[config.mk]
export PLATFORM = sky130hd
export DESIGN_NAME = axis_egress_buf
export DESIGN_NICKNAME = d
export VERILOG_FILES = /design/src/rtl/axis_egress_buf.sv
export SDC_FILE = /design/constraint.sdc
export NUM_CORES = 1
export LEC_CHECK = 0
export ABC_AREA = 1
export ABC_CLOCK_PERIOD_IN_PS = 7500
export CAP_MARGIN = 20
export CORE_ASPECT_RATIO = 0.6
export CORE_MARGIN = 1
export CORE_UTILIZATION = 60
export DETAILED_ROUTE_END_ITERATION = 6
export HOLD_SLACK_MARGIN = 0.12
export PLACE_DENSITY = 0.81
export SLEW_MARGIN = 20
export SYNTH_ARGS = -nofsm -noshare
export SYNTH_HDL_FRONTEND = slang
export SYNTH_SLANG_ARGS = --single-unit
[constraint.sdc]
create_clock -name clk -period 7.5 [get_ports clk]
set_input_delay 1.125 -clock clk [delete_from_list [all_inputs] [get_ports clk]]
set_output_delay 1.125 -clock clk [all_outputs]
set_load 0.01 [all_outputs]
[src/rtl/axis_egress_buf.sv]
// rtl/axis_egress_buf.sv - AXI4-Stream egress buffer with optional store-and-forward release
module axis_egress_buf #(
   parameter int DATA_WIDTH  = 64,
   parameter int USER_WIDTH  = 1,
   parameter int DEPTH       = 8,
   parameter int PACKET_MODE = 0
) (
   input  logic                     clk,
   input  logic                     rst_n,
   input  logic [DATA_WIDTH-1:0]    s_tdata,
   input  logic                     s_tvalid,
   output logic                     s_tready,
   input  logic                     s_tlast,
   input  logic [USER_WIDTH-1:0]    s_tuser,
   output logic [DATA_WIDTH-1:0]    m_tdata,
   output logic                     m_tvalid,
   input  logic                     m_tready,
   output logic                     m_tlast,
   output logic [USER_WIDTH-1:0]    m_tuser,
   output logic [$clog2(DEPTH):0]   level,
   output logic [$clog2(DEPTH):0]   pkt_count
);

   localparam int AW = $clog2(DEPTH);
   localparam int EW = DATA_WIDTH + 1 + USER_WIDTH;
   localparam logic [AW:0]   FULL_LVL = (AW + 1)'(DEPTH);
   localparam logic [AW:0]   LVL_ONE  = (AW + 1)'(1);
   localparam logic [AW-1:0] PTR_ONE  = AW'(1);

   logic [EW-1:0] mem [DEPTH];
   logic [AW-1:0] wr_ptr;
   logic [AW-1:0] rd_ptr;
   logic          full;
   logic          empty;
   logic          push;
   logic          pop;
   logic          push_last;
   logic          pop_last;

   assign full     = (level == FULL_LVL);
   assign empty    = (level == '0);
   assign s_tready = !full;

   // Full acts as a release so packets longer than DEPTH cannot deadlock store-and-forward.
   assign m_tvalid = !empty && ((PACKET_MODE == 0) || (pkt_count != '0) || full);

   assign push      = s_tvalid && s_tready;
   assign pop       = m_tvalid && m_tready;
   assign push_last = push && s_tlast;
   assign pop_last  = pop && m_tlast;

   assign {m_tdata, m_tlast, m_tuser} = mem[rd_ptr];

   always_ff @(posedge clk) begin
      if (push) begin
         mem[wr_ptr] <= {s_tdata, s_tlast, s_tuser};
      end
   end

   always_ff @(posedge clk or negedge rst_n) begin
      if (!rst_n) begin
         wr_ptr    <= '0;
         rd_ptr    <= '0;
         level     <= '0;
         pkt_count <= '0;
      end else begin
         if (push) begin
            wr_ptr <= wr_ptr + PTR_ONE;
         end
         if (pop) begin
            rd_ptr <= rd_ptr + PTR_ONE;
         end
         if (push && !pop) begin
            level <= level + LVL_ONE;
         end else if (pop && !push) begin
            level <= level - LVL_ONE;
         end
         if (push_last && !pop_last) begin
            pkt_count <= pkt_count + LVL_ONE;
         end else if (pop_last && !push_last) begin
            pkt_count <= pkt_count - LVL_ONE;
         end
      end
   end

endmodule
==> flow_summary.json <==
{
  "status": "finished clean",
  "syn_inst": 1880,
  "clock_latency_ps": 570,
  "grt_pass1_vias": 13600,
  "cts_resized": 0,
  "vias": 14200,
  "worstReg2RegEnd": "pkt_count[3]",
  "syn_area_per_cell_sq_um": 11.6,
  "drive_gt1_share_pct": 4.59,
  "root_buffer": "clkbuf_16",
  "ys.flop_type": "edfxtp_1",
  "yosysWarnings": 0,
  "area_growth_pct": 14.4,
  "critPathMaxStageDelay_ps": 820,
  "drt_iter0_markers": 1652,
  "cts_sinks": 542,
  "cp_slowest_cell": "dfrtp_4",
  "die_area_sq_um": 37300,
  "synth_cell_types": 22,
  "dp_slack_ps": 2910,
  "fmax_ghz": 0.188,
  "worst-setup-path-type": "reg -> out",
  "grt_max_degree": 178,
  "hpwl_mm": 24.1,
  "die_h_um": 150,
  "rows": 53,
  "synth_area_sq_um": 21900,
  "finalHoldViolCount": 0,
  "stdcell_area_sq_um": 25000,
  "htreeDepth": 2,
  "synth_nets": 1960,
  "crit_arrival_ps": 4210,
  "fin_tns_setup_ps": 0,
  "critPathLaunchType": "flop",
  "cts_tree": "yes",
  "min_delay_worst_endpoint": "pkt_count[2]",
  "synth.top_cell.area_share_pct": 72.5,
  "r2r_setup_slack_ps": 3190,
  "drt_wl_total_mm": 48.5,
  "cts_buffers": 47,
  "drv_slew": 0,
  "routedWlPerCell_um": 19.4,
  "worstHoldPathCells": 2,
  "fp.dieW_um": 249,
  "path_common_cell": "nand2_1",
  "nNetsFinal": 2070,
  "powerDensity_nw_per_um2": 399,
  "worst-path-max-fanout": 97,
  "peakVddDrop_mv": 0.327,
  "p_leak_nw": 9.24,
  "power_mw": 9.98,
  "synth_edf_count": 528,
  "placed_area_sq_um": 23600,
  "grt_overflow": 0,
  "ys_ff_latch": 542,
  "grt_setup_unrepaired": "no",
  "place.gp.congestion": 0.794,
  "synthArstFlopShare_pct": 2.58,
  "finalCritPeriodShare_pct": 71.1,
  "period_needed_ps": 5330,
  "grt_pass1_wl_mm": 75.1,
  "hold_path_class": "reg -> reg",
  "start_util_pct": 61.7,
  "vias_per_cell": 5.67,
  "hp-start": "pkt_count[2]",
  "cp.required_ps": 6380,
  "seq_area_frac_synth_pct": 74.1,
  "antenna_found_initial": 4,
  "crit_path_end_kind": "output pin",
  "finalSetupViolations": 0,
  "synth_top_area_cell": "edfxtp_1",
  "finClkSkew_ps": 15.4,
  "ant_nets": 0,
  "slew_headroom_pct": 27.5,
  "postCtsHoldBufs": 0,
  "ios": 146,
  "r2r_cells": 13,
  "maxCapViolCount": 0,
  "r2r-start": "rd_ptr[1]",
  "path_cells": "clkinv_2 -> buf_4 -> o21ai_0 -> o21ai_1 -> nand2_1 -> nand2_1 -> clkdlybuf4s50_1",
  "fillers": 2362,
  "port_buffers": 145,
  "clk_pin_slew_worst_paths_ps": 60,
  "cts_buffer_depth": 3,
  "grt_usage_pct": 26.2,
  "holdWs_ps": 528,
  "setup_ws_ps": 2170,
  "tightest_slew_ps": 1090,
  "drc_errors": 0,
  "yosys-top-cells-area": "edfxtp_1 72%, nand2_1 13%, o21ai_0 3.5%, o21ai_1 2.6%, nor2_1 2.4%",
  "coreArea_sq_um": 35500,
  "cts_setup_buffers": 0,
  "drt_first_pass_iters": 5
}
==> final cells by class <==
cell class	instances	area (sq um)	share of cell area (%)
multi-input combinational	1212	5100	20.4
tap	467	584	2.33
sequential	542	16200	64.8
inverter	24	98.8	0.395
clock buffer	58	1260	5.03
timing repair buffer	163	1620	6.48
antenna	3	7.51	0.0300
clock inverter	27	143	0.570
==> worst max-delay path: cells and delay by family (launching register included) <==
family,cells,cell delay [ps]
flip-flops,1,820
buffers and inverters,3,1880
AND/OR/NAND/NOR,2,240
AO/OA/AOI/OAI,2,500
==> layer usage <==
metal / global-route usage [%] / wire length, um
met5: 0 / 17
met4: 7.83 / 862
met2: 42.4 / 23100
met3: 4.44 / 3960
met1: 37.1 / 20600
==> power by group <==
part / internal (mW) / total [mW] / switching [mW]
clock: 1.22 / 2.26 / 1.04
combinational: 1.35 / 3.72 / 2.37
sequential: 3.79 / 4.00 / 0.211
==> synth_stat cells, types with 2 or more instances <==
master / instances
dfrtp_1: 14
or2_2: 2
o21ai_1: 113
clkbuf_1: 38
edfxtp_1: 528
nor2_1: 142
xnor2_1: 6
buf_2: 49
o21ai_0: 153
ha_1: 8
nand3_1: 12
nand2_1: 772
inv_1: 22
fa_1: 2
buf_6: 9
buf_4: 4
==> metrics by stage <==
step	std cells	util, %
2_1_floorplan	1880	-
3_3_place_gp	2406	66.4
3_5_place_dp	2407	66.5
4_1_cts	2492	70.4
5_1_grt	2495	70.5
6_report	2496	70.6
==> flip-flops by register name, summed over array words and instances, names as in the netlist <==
name	count
mem	528
level	4
pkt_count	4
rd_ptr	3
wr_ptr	3
==> worst max path at each step <==
stage / endpoint / from / cells past startpoint / slack, ps
6_report: m_tdata[62] / rd_ptr[1] / 7 / 2170
5_1_grt: m_tdata[33] / rd_ptr[1] / 7 / 2040
4_1_cts: m_tdata[62] / rd_ptr[1] / 7 / 2260
3_5_place_dp: m_tdata[21] / rd_ptr[1] / 7 / 2910
3_3_place_gp: m_tdata[21] / rd_ptr[1] / 7 / 2990
2_1_floorplan: mem[0][0] / s_tvalid / 4 / 2780
==> cell families (layout without fill, tap and decap cells) <==
kind of cell | after synthesis | in the layout | synth area share, %
flip-flops | 542 | 542 | 74.1
AO/OA/AOI/OAI | 267 | 267 | 6.11
AND/OR/NAND/NOR | 928 | 928 | 16.0
other | 0 | 3 | 0
buffers and inverters | 126 | 272 | 2.88
XOR/XNOR | 7 | 7 | 0.280
adder cells (fa/ha/maj) | 10 | 10 | 0.641
==> layout by cell type (no fill, tap or decap), types with 2 or more instances in the layout <==
cell type	synthesis	final
nand2_1	772	772
edfxtp_1	528	528
o21ai_0	153	153
clkdlybuf4s50_1	0	145
nor2_1	142	134
o21ai_1	113	113
clkbuf_16	0	49
inv_1	22	21
clkinv_1	0	17
buf_4	4	15
nand3_1	12	12
dfrtp_1	14	11
clkinv_2	1	9
clkbuf_1	38	9
nor2_4	0	8
ha_1	8	8
xnor2_1	6	6
diode_2	0	3
or2_2	2	2
fa_1	2	2
dfrtp_4	0	2
(Power assumes the default switching activity.)
